===== src/rtl/pwm_deadtime.sv =====
// pwm_deadtime: turns the timer's single-ended PWM into a complementary
// high-side / low-side drive pair with a programmable dead window between
// the two sides, so both outputs are never high together.
// Optional fault latch is compiled in when PWM_DEADTIME_FAULT_EN is defined.
//
// Control semantics: go is a level enable (low forces IDLE on the next edge,
// overriding everything else); relatch is a one-cycle pulse, sampled only
// while go=1 and not IDLE, that reloads the dead-time setting for the next
// window without disturbing the window in progress.
module pwm_deadtime #(
    parameter int DEAD_BITS = 8
) (
    input  logic                 clk,
    input  logic                 rst,
    input  logic                 pwm_in,
    input  logic                 go,
    input  logic [DEAD_BITS-1:0] dead_cnt,
    input  logic                 relatch,
`ifdef PWM_DEADTIME_FAULT_EN
    input  logic                 fault,
    output logic                 fault_latched,
`endif
    output logic                 out_hi,
    output logic                 out_lo,
    output logic                 dead_active,
    output logic [2:0]           dbg_state_o
);

    typedef enum logic [2:0] {
        ST_IDLE       = 3'd0,
        ST_DEAD_TO_HI = 3'd1,
        ST_HI_ON      = 3'd2,
        ST_DEAD_TO_LO = 3'd3,
        ST_LO_ON      = 3'd4
`ifdef PWM_DEADTIME_FAULT_EN
        , ST_FAULT    = 3'd5
`endif
    } state_t;

    localparam logic [DEAD_BITS-1:0] CNT_ONE = {{(DEAD_BITS-1){1'b0}}, 1'b1};

    state_t               state_q, state_d;
    logic [DEAD_BITS-1:0] dead_l_q, dead_l_d;
    logic [DEAD_BITS-1:0] cnt_q, cnt_d;
    logic                 pwm_r_q;
    logic                 out_hi_q, out_lo_q, dead_active_q;
`ifdef PWM_DEADTIME_FAULT_EN
    logic                 fault_latched_q;
`endif

    // Next-state logic: go=0 wins, then fault, then the normal drive sequence.
    always_comb begin
        state_d  = state_q;
        dead_l_d = dead_l_q;
        cnt_d    = cnt_q;
        if (!go) begin
            state_d = ST_IDLE;
        end
`ifdef PWM_DEADTIME_FAULT_EN
        else if (state_q == ST_FAULT) begin
            state_d = ST_FAULT;
        end
        else if (fault && (state_q != ST_IDLE)) begin
            state_d = ST_FAULT;
        end
`endif
        else begin
            if (relatch && (state_q != ST_IDLE)) begin
                dead_l_d = dead_cnt;
            end
            case (state_q)
                ST_IDLE: begin
                    // Startup always passes through a full dead window.
                    dead_l_d = dead_cnt;
                    cnt_d    = dead_cnt;
                    state_d  = pwm_r_q ? ST_DEAD_TO_HI : ST_DEAD_TO_LO;
                end
                ST_LO_ON: begin
                    if (pwm_r_q) begin
                        state_d = ST_DEAD_TO_HI;
                        cnt_d   = dead_l_q;
                    end
                end
                ST_HI_ON: begin
                    if (!pwm_r_q) begin
                        state_d = ST_DEAD_TO_LO;
                        cnt_d   = dead_l_q;
                    end
                end
                ST_DEAD_TO_HI: begin
                    // Request withdrawn: the high side never turned on, so the
                    // low side may come straight back.
                    if (!pwm_r_q) begin
                        state_d = ST_LO_ON;
                    end else if (cnt_q == '0) begin
                        state_d = ST_HI_ON;
                    end else begin
                        cnt_d = cnt_q - CNT_ONE;
                    end
                end
                ST_DEAD_TO_LO: begin
                    if (pwm_r_q) begin
                        state_d = ST_HI_ON;
                    end else if (cnt_q == '0) begin
                        state_d = ST_LO_ON;
                    end else begin
                        cnt_d = cnt_q - CNT_ONE;
                    end
                end
                default: begin
                    state_d = ST_IDLE;
                end
            endcase
        end
    end

    // State, counters and registered outputs; outputs follow the next state.
    always_ff @(posedge clk or posedge rst) begin
        if (rst) begin
            state_q       <= ST_IDLE;
            dead_l_q      <= '0;
            cnt_q         <= '0;
            pwm_r_q       <= 1'b0;
            out_hi_q      <= 1'b0;
            out_lo_q      <= 1'b0;
            dead_active_q <= 1'b0;
        end else begin
            state_q       <= state_d;
            dead_l_q      <= dead_l_d;
            cnt_q         <= cnt_d;
            pwm_r_q       <= pwm_in;
            out_hi_q      <= (state_d == ST_HI_ON);
            out_lo_q      <= (state_d == ST_LO_ON);
            dead_active_q <= (state_d == ST_DEAD_TO_HI) || (state_d == ST_DEAD_TO_LO);
        end
    end

`ifdef PWM_DEADTIME_FAULT_EN
    // Fault indicator mirrors residence in the FAULT state.
    always_ff @(posedge clk or posedge rst) begin
        if (rst) begin
            fault_latched_q <= 1'b0;
        end else begin
            fault_latched_q <= (state_d == ST_FAULT);
        end
    end

    assign fault_latched = fault_latched_q;
`endif

    assign out_hi      = out_hi_q;
    assign out_lo      = out_lo_q;
    assign dead_active = dead_active_q;
    assign dbg_state_o = state_q;

endmodule


===== config.mk =====
export PLATFORM = sky130hd
export DESIGN_NAME = pwm_deadtime
export DESIGN_NICKNAME = d
export VERILOG_FILES = /design/src/rtl/pwm_deadtime.sv
export SDC_FILE = /design/constraint.sdc
export NUM_CORES = 1
export LEC_CHECK = 0
export BUFFER_PORTS_ARGS = -buffer_cell sky130_fd_sc_hd__buf_2
export CAP_MARGIN = 20
export CORE_ASPECT_RATIO = 1.4
export CORE_MARGIN = 5
export CORE_UTILIZATION = 36
export CTS_BUF_LIST = sky130_fd_sc_hd__clkbuf_16
export CTS_CLUSTER_SIZE = 14
export DETAILED_ROUTE_END_ITERATION = 7
export PLACE_DENSITY = 0.63
export SYNTH_ARGS = -nofsm -noshare
export SYNTH_HDL_FRONTEND = slang
export SYNTH_SLANG_ARGS = --single-unit
export TNS_END_PERCENT = 100

===== constraint.sdc =====
create_clock -name clk -period 1.55 [get_ports clk]
set_input_delay 0.0775 -clock clk [delete_from_list [all_inputs] [get_ports clk]]
set_output_delay 0.0775 -clock clk [all_outputs]
set_load 0.02 [all_outputs]

# Word level (Yosys, flattened, before mapping)
# Cells that the tools add are included.
# W data, S select, Z words.
# op_classes
addsub	1
eq_ne	12
n_mux	17
n_reduce_logical	9
# ops
cell	count
$mux W8	7
$pmux W8 S5	1
$mux W3	7
$pmux W3 S5	1
$eq A3 B2 Y1 const B	4
$logic_not A8 Y1	1
$ne A2 B2 Y1 const B	4
$sub A8 B1 Y8 const B	1
$eq A3 B1 Y1 const B	2
$eq A3 B3 Y1 const B	2
$reduce_and A6 Y1	1
$reduce_bool A5 Y1	1
$logic_not A3 Y1	1
$reduce_bool A3 Y1	1
$mux W2	1
$reduce_and A2 Y1	1
$reduce_bool A2 Y1	1
$logic_and A1 B1 Y1	1
$logic_or A1 B1 Y1	1
# word_totals
ff_bits	23
out_inout_bits	6
wordCells	46

# Depth between registers and ports, before layout
# Gate-level depths: netlist of the first run.
# logic_depth
word_depth	7
ltp_mapped	8

# Least setup slack after synthesis of the first run
# No wires, ideal clock.
# synth_path
path_type	register to register
from	register state_q[1], in the netlist dbg_state_o[1]
to	register cnt_q[6]
arrival_ps	1450
path_slack_ps	-25
stages_incl_launch_ff	7
n_path_buf	2
synth_period_minus_slack_ps	1575
cell_sequence	dfrtp_1 buf_6 or3b_1 o2111ai_2 a31o_4 buf_12 o21ai_2
# synth_via
elab_chain_cells	3
word_cells_on_any_way	12
# synth_rtl
element	line_no	text
start, declared	42	state_t state_q, state_d;
start signal, assigned	128	state_q <= state_d;
$eq A3 B2 Y1, or another cell as far along	71	case (state_q)
$reduce_bool A5 Y1 (no source line) or $ne A2 B2 Y1 (tied branches)	-	
$reduce_and A6 Y1 (no source line)	-	
end signal, assigned	130	cnt_q <= cnt_d;
end, declared	44	logic [DEAD_BITS-1:0] cnt_q, cnt_d;
# Parallel ways exist; a longest one is shown, timed or not.
# A chain may end at the register's enable or synchronous reset.

# Final worst setup path of the first run
# layout_path
from	register cnt_q[6]
to	register cnt_q[7]
# layout_via
elab_chain_cells	4
word_cells_on_any_way	6
# layout_rtl
element	line_no
$sub A8 B1 Y8 or $logic_not A8 Y1 (tied branches)	-
$mux W8 *	95, 104
$mux W8, on equally long branches	102, 93
$pmux W8 S5 *	71
# Every way passes the cells marked *; elsewhere a longest branch is shown, timed or not. The select of a mux whose other input is x is not followed.

==> summary.md, run 1 <==
| Metric | Value |
|---|---|
| Slowest Stage Delay on Critical Path | `420 ps` |
| Setup repair after global routing missed its margin | `true` |
| Number of synthesized flops with an enable pin | `0` |
| Syn Nets | `154` |
| Setup Total Neg Slack | `-3.45 ps` |
| Global-route wire length before repair | `5.58 mm` |
| Sequential-to-total area share from yosys stat | `41.7%` |
| WP depth | `6` |
| Crit path capture type | `flip-flop` |
| Clock-pin slew of the registers on the worst-case setup and hold paths | `60 ps` |
| Crit path launch type | `flip-flop` |
| Yosys reg bits | `23` |
| Length of the first detailed-routing pass in iterations | `4` |
| Vert. Die Dim | `83.3 um` |
| Number of buffers created by CTS | `3` |
| Number of H-tree branching levels | `1` |
| Worst-case headroom to the max-slew limit | `68.2%` |
| Core footprint | `0.00368 sq mm` |
| Vias per cell | `5.65` |
| Pin count of the biggest net entering global routing | `24` |
| Setup skew after layout | `1.15 ps` |
| Sinks on the clock net | `23` |
| Worst slew pin tran | `477 ps` |
| Setup Crit Path Kind | `reg -> reg` |
| End point of the critical path | `cnt_q[7]$_DFFE_PP0P_` |
| Fraction of met1 tracks used by global routing | `13.9%` |
| Combinational share of power | `47.4%` |
| Timing-limited maximum frequency | `644 MHz` |
| Final-report max-slew violation count | `0` |
| Top FF cell, synth | `sky130_fd_sc_hd__dfrtp_1` |
| Number of nets in the layout | `197` |
| Status | `finished, violations left` |
| Hold slack | `77.6 ps` |
| Die Footprint | `0.00519 sq mm` |
| Buffering stage count on the worst path with inverters included | `2` |
| Final setup violation count | `1` |
| Peak supply drop | `903 uV` |
| Worst setup path start | `cnt_q[6]$_DFFE_PP0P_` |
| GR Util met2 | `24.1%` |
| Starting utilization of the core area | `37.6%` |
| P per Cell Area | `1530 mW/mm^2` |
| Skew-Pair Late Insertion Delay | `260 ps` |
| Most congested layer reported by global routing | `met2` |
| IO Count | `19` |
| Share of post-route cells with drive strength above 1 | `48.4%` |
| Most repeated library cell on the critical path | `sky130_fd_sc_hd__buf_4` |
| Sum of internal, switching and leakage power | `2.81 mW` |
| Half-perimeter wire length after placement | `2.53 mm` |
| Flop-to-flop setup slack | `-3 ps` |
| Wire length reported by the detailed router | `3.54 mm` |
| Startpoint of the most critical register-to-register path | `cnt_q[6]$_DFFE_PP0P_` |
| Leading post-synthesis cells by cell area | `sky130_fd_sc_hd__dfrtp_1, sky130_fd_sc_hd__mux2_2, sky130_fd_sc_hd__o21ai_2` |
| Synth warn | `0` |
| Gate Count Post-Synth | `140` |
| Minimum clock period after layout | `1550 ps` |
| Floorplan die width | `62.4 um` |
| Root Driver | `sky130_fd_sc_hd__clkbuf_16` |
| Total net switching power | `1.04 mW` |
| Port Buf Inserts | `18` |
| Clock tree buffer depth | `2` |
| Register-to-Register Path Depth | `6` |
| Mapped Avg Cell Area | `9.87 sq um` |
| Vias after detailed routing | `1266` |
| Critical register-to-register path endpoint | `cnt_q[7]$_DFFE_PP0P_` |
| Leak | `0.827 nW` |
| Worst min-delay path category | `in -> reg` |
| Async set-or-reset flop fraction in the synthesized netlist | `100%` |
| Signed area change from the synthesized netlist to the final layout | `33.2%` |
| Share of total power consumed by net switching | `37.0%` |
| Starting DRC count in detailed routing | `32` |
| Synth cell types | `41` |
| DR WL/cell | `15.8 um` |
| Crit share post-route | `100%` |
| Violations in the final reports | `setup timing` |
| Cell-by-cell listing of the critical path | `nor4_4, and2b_2, buf_4, buf_4, a221oi_2, o21ai_1` |
| Count of maximum capacitance violations | `0` |
| Data arrival time at the worst-slack endpoint | `1730 ps` |
| Power Internal | `1.77 mW` |
| Number of global-route vias before repair | `1247` |
| Post-synthesis instance area | `0.00138 sq mm` |
| Number of remaining DRC errors | `0` |
| Total Routing Usage GR | `12.8%` |
| Category of cells accounting for the largest share of critical-path delay | `simple AND/OR/NAND/NOR gates` |
| Final Worst Setup Slack | `-3.45 ps` |
| Sequential fraction of design power | `32.7%` |
| Routability congestion estimate | `0.883` |
| Critical path's slowest cell | `sky130_fd_sc_hd__dfrtp_1` |
| Cell row count | `26` |
| Proportion of power drawn by the clock network | `19.9%` |
| Worst EP required | `1730 ps` |
| Number of nets still failing antenna checks after routing | `0` |
| Number of antenna violations at the first check in global routing | `0` |
| Final Hold Viols | `0` |
| Clock tree from TritonCTS | `done` |
| CP Max Fanout | `4` |
| Most area-hungry cell type in the Yosys netlist | `sky130_fd_sc_hd__dfrtp_1` |
| Total inserted antenna cells | `0` |
| Global-route congestion overflow total | `0` |
| Area share of the leading cell type in the synthesized netlist | `41.7%` |
| Met3 demand-to-capacity share in global routing | `2.16%` |
==> what timing repair did <==
action	in CTS	in global routing
setup endpoints to repair	6	19
endpoints found under the hold margin	24	0
setup buffers	0	3
hold buffers	2	0
cloned	1	0
pin swaps	1	7
resized for setup	4	20
==> kinds of logic after synthesis <==
group                      Yosys count  share of synthesized area, %
AOI/OAI and AO/OA                   49                          25.2
xor gates and xnor gates             1                         0.634
adders and majority gates            1                         0.906
buffers and inverters               16                          6.43
DFF                                 23                          41.7
muxes                               11                          8.88
and+or+nand+nor                     39                          16.3
==> flip-flops by register name, indices dropped and copies added, names as in the netlist <==
| signal | cells |
|---|---|
| out_hi | 1 |
| out_lo | 1 |
| dead_l_q | 8 |
| cnt_q | 8 |
| dbg_state_o | 3 |
| dead_active | 1 |
| pwm_r_q | 1 |
==> synth_stat cells (2+ instances only) <==
library cell / count
sky130_fd_sc_hd__dfrtp_1: 23
sky130_fd_sc_hd__a21oi_1: 12
sky130_fd_sc_hd__mux2_2: 10
sky130_fd_sc_hd__nor2_1: 10
sky130_fd_sc_hd__inv_1: 8
sky130_fd_sc_hd__o21ai_2: 8
sky130_fd_sc_hd__nand2_1: 6
sky130_fd_sc_hd__o21ai_0: 6
sky130_fd_sc_hd__a22oi_1: 5
sky130_fd_sc_hd__nor3_1: 5
sky130_fd_sc_hd__o21ai_1: 5
sky130_fd_sc_hd__a221oi_1: 4
sky130_fd_sc_hd__buf_2: 4
sky130_fd_sc_hd__nor2b_1: 4
sky130_fd_sc_hd__nand3_1: 2
sky130_fd_sc_hd__nor3b_1: 2
sky130_fd_sc_hd__o21a_1: 2
==> through the flow <==
step	setup slack, ps	util, %	instances	cell area, sq um
finish	-3.45	50.0	224	1840
floorplan	0.999	-	140	1380
global placement	-28.8	44.3	214	1630
detailed placement	-53.3	44.3	214	1630
global route	-56.8	50.0	224	1840
CTS	-4.49	47.8	221	1760
==> layout make-up <==
type	count	area (sq um)
Fill cell	339	1840
Multi-Input combinational cell	102	797
Sequential cell	23	579
Timing Repair Buffer	44	298
Clock buffer	3	75.1
Tap cell	42	52.6
Inverter	9	33.8
Clock inverter	1	3.75
==> cells in the final DEF (no fill, tap or decap), types with 2 or more instances in the layout <==
cell / instances
sky130_fd_sc_hd__buf_4: 22
sky130_fd_sc_hd__dfrtp_1: 20
sky130_fd_sc_hd__buf_2: 18
sky130_fd_sc_hd__o21ai_2: 10
sky130_fd_sc_hd__a21oi_1: 10
sky130_fd_sc_hd__mux2_2: 10
sky130_fd_sc_hd__inv_1: 9
sky130_fd_sc_hd__nor2_1: 9
sky130_fd_sc_hd__nand2_1: 6
sky130_fd_sc_hd__nor3_1: 5
sky130_fd_sc_hd__a22oi_1: 5
sky130_fd_sc_hd__o21ai_1: 5
sky130_fd_sc_hd__o21ai_0: 4
sky130_fd_sc_hd__a221oi_2: 3
sky130_fd_sc_hd__clkbuf_16: 3
sky130_fd_sc_hd__dfrtp_2: 3
sky130_fd_sc_hd__and2b_2: 2
sky130_fd_sc_hd__a31o_4: 2
sky130_fd_sc_hd__o21a_1: 2
sky130_fd_sc_hd__nor2b_1: 2
sky130_fd_sc_hd__a21oi_2: 2
sky130_fd_sc_hd__nor3b_1: 2
sky130_fd_sc_hd__dlygate4sd3_1: 2
sky130_fd_sc_hd__buf_6: 2
==> power groups by stage <==
stage	logic [mW]	clock network [mW]	registers (mW)
2_1_floorplan	0.723	0	0.921
3_3_place_gp	1.12	0	0.907
3_5_place_dp	1.15	0	0.920
4_1_cts	1.20	0.570	0.908
5_1_grt	1.46	0.590	0.942
6_report	1.33	0.559	0.921
==> how the worst min path moves through the flow <==
stage	startpoint	to	slack (ps)	cells after the start
2_1_floorplan	rst	cnt_q[0]$_DFFE_PP0P_	80	1
3_3_place_gp	rst	dead_active$_DFF_PP0_	130	3
3_5_place_dp	rst	out_hi$_DFF_PP0_	140	3
4_1_cts	dead_cnt[6]	dead_l_q[6]$_DFFE_PP0P_	80	2
5_1_grt	dead_cnt[6]	dead_l_q[6]$_DFFE_PP0P_	90	2
6_report	dead_cnt[6]	dead_l_q[6]$_DFFE_PP0P_	80	2
==> routing by layer <==
metal | wire length (um) | share of wire, % | up-vias
met1 | 1460 | 41 | 633
met4 | 76 | 2.1 | 0
met5 | 0 | 0 | -
met2 | 1910 | 54 | 21
met3 | 89 | 2.5 | 10
li1 | - | - | 602
No activity file was read; power rests on OpenSTA's default activity.
==> inputs of run 2 (changes only) <==
--- a/config.mk
+++ b/config.mk
@@ -8,7 +8,6 @@
 export BUFFER_PORTS_ARGS = -buffer_cell sky130_fd_sc_hd__buf_2
 export CAP_MARGIN = 20
 export CORE_ASPECT_RATIO = 1.4
-export CORE_MARGIN = 5
 export CORE_UTILIZATION = 36
 export CTS_BUF_LIST = sky130_fd_sc_hd__clkbuf_16
 export CTS_CLUSTER_SIZE = 14
==> summary.md, run 2 (synthesis gave the netlist of run 1 again) <==
| Metric | Value |
|---|---|
| Status | `complete, no violations` |
| Worst slack, placed | `-57.0 ps (-3.70 ps)` |
| Startpoint of the most critical register-to-register path | `cnt_q[0]$_DFFE_PP0P_` |
| Total net switching power | `1.11 mW (+6.2%)` |
| Starting utilization of the core area | `37.9% (+0.34 points)` |
| Number of antenna violations at the first check in global routing | `0 (unchanged)` |
| Core footprint | `0.00364 sq mm (-0.89%)` |
| Crit path capture type | `flip-flop` |
| Fraction of met1 tracks used by global routing | `21.6% (+7.7 points)` |
| Worst EP required | `1690 ps (-40 ps)` |
| Register-to-Register Path Depth | `8 (+2)` |
| Final setup violation count | `0 (-1)` |
| Clock tree from TritonCTS | `done` |
| Combinational share of power | `50.2% (+2.8 points)` |
| Number of buffers created by CTS | `3 (unchanged)` |
| Proportion of power drawn by the clock network | `19.0% (-0.9 points)` |
| Setup Total Neg Slack | `0 ps (+3.45 ps)` |
| Sum of internal, switching and leakage power | `2.98 mW (+5.8%)` |
| Met3 demand-to-capacity share in global routing | `2.40% (+0.23 points)` |
| Number of nets in the layout | `206 (+4.6%)` |
| Root Driver | `sky130_fd_sc_hd__clkbuf_16` |
| Data arrival time at the worst-slack endpoint | `1680 ps (-50 ps)` |
| Worst-case headroom to the max-slew limit | `74.5% (+6.4 points)` |
| Floorplan die width | `54.4 um (-13%)` |
| Final Hold Viols | `0 (unchanged)` |
| Signed area change from the synthesized netlist to the final layout | `41.8%` |
| Vias after detailed routing | `1297 (+2.4%)` |
| Global-route congestion overflow total | `0 (unchanged)` |
| Clock tree buffer depth | `2 (unchanged)` |
| Number of nets still failing antenna checks after routing | `0 (unchanged)` |
| Final-report max-slew violation count | `0 (unchanged)` |
| Routability congestion estimate | `0.837 (-5.2%)` |
| Share of total power consumed by net switching | `37.1% (+0.14 points)` |
| Total inserted antenna cells | `0 (unchanged)` |
| Crit path launch type | `flip-flop` |
| Half-perimeter wire length after placement | `2.38 mm (-6.1%)` |
| Global-route wire length before repair | `5.44 mm (-2.6%)` |
| Number of cells on the worst hold path | `2 (unchanged)` |
| Setup skew after layout | `2.65 ps (+1.49 ps)` |
| Critical register-to-register path endpoint | `dbg_state_o[1]$_DFF_PP0_` |
| Vert. Die Dim | `75.3 um (-9.6%)` |
| Flop-to-flop setup slack | `10 ps (+20 ps)` |
| Number of fill cells in the layout | `320 (-5.6%)` |
| Worst Hold Endpoint | `dead_l_q[6]$_DFFE_PP0P_` |
| Number of global-route vias before repair | `1204 (-3.4%)` |
| Cell row count | `26 (unchanged)` |
| GR Util met2 | `31.0% (+7.0 points)` |
| DR WL/cell | `16.0 um (+1.3%)` |
| Die Footprint | `0.00409 sq mm (-21%)` |
| Minimum clock period after layout | `1540 ps (-17.5 ps)` |
| Worst min-delay path category | `in -> reg` |
| Clock-pin slew of the registers on the worst-case setup and hold paths | `60 ps (about the same)` |
| Utilization after layout | `53.7% (+3.7 points)` |
| Length of the first detailed-routing pass in iterations | `4 (unchanged)` |
| Final Worst Setup Slack | `14.1 ps (+17.5 ps)` |
| Non-filler cells, final | `233 (+4.0%)` |
| Setup repair after global routing missed its margin | `true` |
| Share of post-route cells with drive strength above 1 | `53.4% (+5.1 points)` |
| Number of H-tree branching levels | `1 (unchanged)` |
| Leak | `0.878 nW (+6.2%)` |
| Timing-limited maximum frequency | `651 MHz (+1.1%)` |
| Count of maximum capacitance violations | `0 (unchanged)` |
| Sequential fraction of design power | `30.8% (-1.9 points)` |
| Starting DRC count in detailed routing | `50 (+56%)` |
| Number of instances in the placed design | `216 (+0.93%)` |
| Worst slew pin tran | `381 ps (-96.5 ps)` |
| Most frequent standard cell in the layout excluding fill and tap cells | `sky130_fd_sc_hd__buf_4` |
| Peak supply drop | `830 uV (-8.1%)` |
| Total Routing Usage GR | `18.0% (+5.3 points)` |
| Vias per cell | `5.57 (-1.5%)` |
| Pin count of the biggest net entering global routing | `24 (unchanged)` |
| Wire length reported by the detailed router | `3.73 mm (+5.3%)` |
| Port Buf Inserts | `18 (unchanged)` |
| Power Internal | `1.87 mW (+5.5%)` |
| Beginning of the worst hold path | `dead_cnt[6]` |
| P per Cell Area | `1520 mW/mm^2 (-0.67%)` |
| Number of remaining DRC errors | `0 (unchanged)` |
| CP Max Fanout | `7 (+3)` |
| Skew-Pair Late Insertion Delay | `260 ps (about the same)` |
| Crit share post-route | `99.1% (-1.1 points)` |
| Sinks on the clock net | `23 (unchanged)` |
| Most used cells in the layout excluding fill and tap cells | `sky130_fd_sc_hd__buf_4, sky130_fd_sc_hd__dfrtp_1, sky130_fd_sc_hd__buf_2` |
| Most congested layer reported by global routing | `met2` |
| Setup Crit Path Kind | `reg -> reg` |
| IO Count | `19 (unchanged)` |
[run 2: cell count changes in the layout (fill, tap and decap cells not counted), sizes merged]
| cell | delta |
|---|---|
| inv | -1 |
| clkinvlp | +1 |
| buf | +9 |
[run 2: cell type report]
class | instances | area [sq um] | share of cell area, %
flip-flops and latches | 23 | 579 | 29.6
inverters | 9 | 37.5 | 1.92
multi-input cells | 102 | 846 | 43.2
well taps | 42 | 52.6 | 2.68
repair buffers | 53 | 363 | 18.5
clock buffers | 3 | 75.1 | 3.83
clock inverters | 1 | 5.00 | 0.256
[run 2: timing repair]
action	4_1_cts	5_1_grt
cloned	1	0
hold buffers	2	0
pin swaps	2	9
setup endpoints to repair	10	21
resized for setup	5	24
setup buffers	2	8
endpoints found under the hold margin	24	0
[run 2: worst max path at each step]
stage,start,to,slack (ps),cells after the start
2_1_floorplan,dbg_state_o[0]$_DFF_PP0_,cnt_q[1]$_DFFE_PP0P_,1,7
3_3_place_gp,cnt_q[0]$_DFFE_PP0P_,dbg_state_o[2]$_DFF_PP0_,-70,8
3_5_place_dp,dbg_state_o[1]$_DFF_PP0_,cnt_q[7]$_DFFE_PP0P_,-60,4
4_1_cts,cnt_q[0]$_DFFE_PP0P_,dbg_state_o[1]$_DFF_PP0_,-20,8
5_1_grt,dbg_state_o[1]$_DFF_PP0_,cnt_q[6]$_DFFE_PP0P_,-60,6
6_report,cnt_q[0]$_DFFE_PP0P_,dbg_state_o[1]$_DFF_PP0_,10,8
[run 2: stage by stage]
| stage | hold WS [ps] | cell area, sq um |
|---|---|---|
| after detailed placement | 133 | 1640 |
| after global placement | 125 | 1640 |
| after global routing | 85.8 | 1960 |
| final | 87.7 | 1960 |
| after floorplan | 79.4 | 1380 |
| after CTS | 76.9 | 1790 |
[run 2: per-layer routing]
layer | wire length (um) | part of all wire (%) | vias up
met1 | 1420 | 38 | 634
met3 | 126 | 3.4 | 7
met2 | 2120 | 57 | 37
met5 | 0 | 0 | -
li1 | - | - | 619
met4 | 67 | 1.8 | 0
[run 2: worst max-delay path: stages, from the launching register on]
cell and delay, ps:
sky130_fd_sc_hd__dfrtp_1 370, sky130_fd_sc_hd__inv_2 60, sky130_fd_sc_hd__ha_4 150, sky130_fd_sc_hd__nor2b_4 120
sky130_fd_sc_hd__buf_6 130, sky130_fd_sc_hd__nand3b_1 120, sky130_fd_sc_hd__buf_4 130, sky130_fd_sc_hd__a21oi_2 40
sky130_fd_sc_hd__o221a_2 290
[run 2: power groups by stage]
stage	clock network, mW	logic, mW	registers, mW
4_1_cts	0.570	1.24	0.910
2_1_floorplan	0	0.723	0.921
3_3_place_gp	0	1.13	0.906
6_report	0.564	1.49	0.918
5_1_grt	0.598	1.59	0.941
3_5_place_dp	0	1.15	0.918
==> inputs of run 3 (changes only) <==
--- a/config.mk
+++ b/config.mk
@@ -12,7 +12,7 @@
 export CTS_BUF_LIST = sky130_fd_sc_hd__clkbuf_16
 export CTS_CLUSTER_SIZE = 14
 export DETAILED_ROUTE_END_ITERATION = 7
-export PLACE_DENSITY = 0.63
+export PLACE_DENSITY = 0.57
 export SYNTH_ARGS = -nofsm -noshare
 export SYNTH_HDL_FRONTEND = slang
 export SYNTH_SLANG_ARGS = --single-unit
==> summary.md, run 3 (synthesis gave the netlist of run 1 again) <==
| Metric | Value |
|---|---|
| Status | `finished, violations left` |
| Violations in the final reports | `setup timing` |
| Signed area change from the synthesized netlist to the final layout | `43.2%` |
| Vert. Die Dim | `75.3 um (unchanged)` |
| Number of nets still failing antenna checks after routing | `0 (unchanged)` |
| Crit share post-route | `103% (+3.8 points)` |
| Number of fill cells in the layout | `330 (+3.1%)` |
| Wire length reported by the detailed router | `3.72 mm (-0.27%)` |
| Port Buf Inserts | `18 (unchanged)` |
| Vias per cell | `5.59 (+0.46%)` |
| Final Worst Setup Slack | `-45.4 ps (-59.5 ps)` |
| Buffering stage count on the worst path with inverters included | `2 (-1)` |
| Leak | `0.887 nW (+1.0%)` |
| Most frequent standard cell in the layout excluding fill and tap cells | `sky130_fd_sc_hd__buf_4` |
| Setup repair after global routing missed its margin | `true` |
| Non-Filler Cell Area, Final | `0.00198 sq mm (+1.0%)` |
| Cell row count | `26 (unchanged)` |
| Total Routing Usage GR | `19.2% (+1.2 points)` |
| Non-filler cells, final | `233 (unchanged)` |
| DR WL/cell | `16.0 um (-0.27%)` |
| Worst EP required | `1700 ps (about the same)` |
| Number of buffers created by CTS | `3 (unchanged)` |
| Setup Crit Path Kind | `reg -> reg` |
| Number of instances in the placed design | `217 (+0.46%)` |
| Slowest Stage Delay on Critical Path | `440 ps (+70 ps)` |
| Number of nets in the layout | `206 (unchanged)` |
| Setup skew after layout | `2.06 ps (-0.589 ps)` |
| Peak supply drop | `788 uV (-5.1%)` |
| Category of cells accounting for the largest share of critical-path delay | `flip-flops` |
| Global-route wire length before repair | `5.76 mm (+6.0%)` |
| Length of the first detailed-routing pass in iterations | `4 (unchanged)` |
| Cell-by-cell listing of the critical path | `buf_6, xor2_1, buf_4, a21oi_1, o221ai_1, o21ai_2` |
| Pin count of the biggest net entering global routing | `24 (unchanged)` |
| Clock-pin slew of the registers on the worst-case setup and hold paths | `60 ps (about the same)` |
| Critical path's slowest cell | `sky130_fd_sc_hd__dfrtp_2` |
| Number of remaining DRC errors | `0 (unchanged)` |
| Skew-Pair Late Insertion Delay | `260 ps (about the same)` |
| Final Hold Viols | `0 (unchanged)` |
| Number of H-tree branching levels | `1 (unchanged)` |
| Core footprint | `0.00364 sq mm (unchanged)` |
| Half-perimeter wire length after placement | `2.54 mm (+6.7%)` |
| Dpl cell area | `0.00165 sq mm (+0.46%)` |
| Crit path capture type | `flip-flop` |
| Final setup violation count | `1 (+1)` |
| Vias after detailed routing | `1303 (+0.46%)` |
| Starting DRC count in detailed routing | `45 (-10%)` |
| P per Cell Area | `1500 mW/mm^2 (-1.2%)` |
| Sinks on the clock net | `23 (unchanged)` |
| Count of maximum capacitance violations | `0 (unchanged)` |
| Minimum clock period after layout | `1600 ps (+59.5 ps)` |
| Clock tree buffer depth | `2 (unchanged)` |
| Number of global-route vias before repair | `1321 (+9.7%)` |
| Worst min-delay path category | `in -> reg` |
| Share of post-route cells with drive strength above 1 | `55.5% (+2.1 points)` |
| CP Max Fanout | `4 (-3)` |
| Worst-case headroom to the max-slew limit | `69.0% (-5.5 points)` |
| Crit path launch type | `flip-flop` |
| Worst slew pin tran | `464 ps (+83.3 ps)` |
| Sum of internal, switching and leakage power | `2.97 mW (-0.16%)` |
| Starting utilization of the core area | `37.9% (unchanged)` |
| Data arrival time at the worst-slack endpoint | `1740 ps (+60 ps)` |
| Most used cells in the layout excluding fill and tap cells | `sky130_fd_sc_hd__buf_4, sky130_fd_sc_hd__dfrtp_1, sky130_fd_sc_hd__buf_2` |
| Setup Total Neg Slack | `-45.4 ps (-45.4 ps)` |
| Final-report max-slew violation count | `0 (unchanged)` |
| Total inserted antenna cells | `0 (unchanged)` |
| Floorplan die width | `54.4 um (unchanged)` |
| Clock tree from TritonCTS | `done` |
| Die Footprint | `0.00409 sq mm (unchanged)` |
| Routability congestion estimate | `0.825 (-1.4%)` |
| Global-route congestion overflow total | `0 (unchanged)` |
| Root Driver | `sky130_fd_sc_hd__clkbuf_16` |
| Timing-limited maximum frequency | `627 MHz (-3.7%)` |
| Number of antenna violations at the first check in global routing | `0 (unchanged)` |
| IO Count | `19 (unchanged)` |
-- run 3: final timing paths --
path                                           from                  endpoint  slack (ps)  cells after the start
setup reg to reg           dbg_state_o[1]$_DFF_PP0_      cnt_q[2]$_DFFE_PP0P_         -50                      6
hold reg to reg             dead_l_q[2]$_DFFE_PP0P_   dead_l_q[2]$_DFFE_PP0P_         510                      1
setup / recovery           dbg_state_o[1]$_DFF_PP0_      cnt_q[2]$_DFFE_PP0P_         -50                      6
max in group asynchronous                       rst  dbg_state_o[0]$_DFF_PP0_         890                      4
hold / removal                          dead_cnt[6]   dead_l_q[6]$_DFFE_PP0P_          80                      2
min in group asynchronous                       rst          out_hi$_DFF_PP0_         400                      4
-- run 3: final cells by class --
cell class,count,area (sq um),area share [%]
well taps,42,52.6,2.66
inverters,9,37.5,1.90
multi-input cells,102,848,42.9
clock buffers,3,75.1,3.80
repair buffers,53,382,19.3
flip-flops and latches,23,579,29.3
clock inverters,1,3.75,0.190
-- run 3: routing by layer --
metal | share of wire (%) | up-vias | global-route usage [%]
li1 | - | 613 | -
met1 | 42 | 643 | 22.5
met3 | 2.8 | 11 | 2.59
met4 | 2.2 | 0 | 8.83
met2 | 53 | 36 | 33.9
met5 | 0 | - | 0
-- run 3: where the power goes --
| group | switching [mW] | internal, mW |
|---|---|---|
| registers | 0.158 | 0.767 |
| clock network | 0.221 | 0.345 |
| logic | 0.744 | 0.737 |
| total | 1.12 | 1.85 |
-- run 3: worst register-to-register path: stages, from the launching register on --
cell                       delay [ps]
sky130_fd_sc_hd__dfrtp_2          440
sky130_fd_sc_hd__buf_6            140
sky130_fd_sc_hd__xor2_1           360
sky130_fd_sc_hd__buf_4            190
sky130_fd_sc_hd__a21oi_1           60
sky130_fd_sc_hd__o221ai_1         230
sky130_fd_sc_hd__o21ai_2           70
-- run 3: metrics by stage --
step	utilization [%]	hold WS, ps	worst slack (ps)
finish	54.3	79.1	-45.4
global route	54.3	100	-118
CTS	48.9	80.4	-5.01
detailed placement	45.3	144	-55.3
global placement	45.3	134	-2.42
floorplan	-	79.4	0.999
-- run 3: timing repair --
action                                  in CTS  in global routing
hold buffers                                 2                  0
gates resized for setup                      6                 31
endpoints found under the setup margin       7                 14
pin swaps                                    1                 13
gates cloned                                 1                  0
hold endpoints to repair                    24                  0
buffers inserted                             0                  9
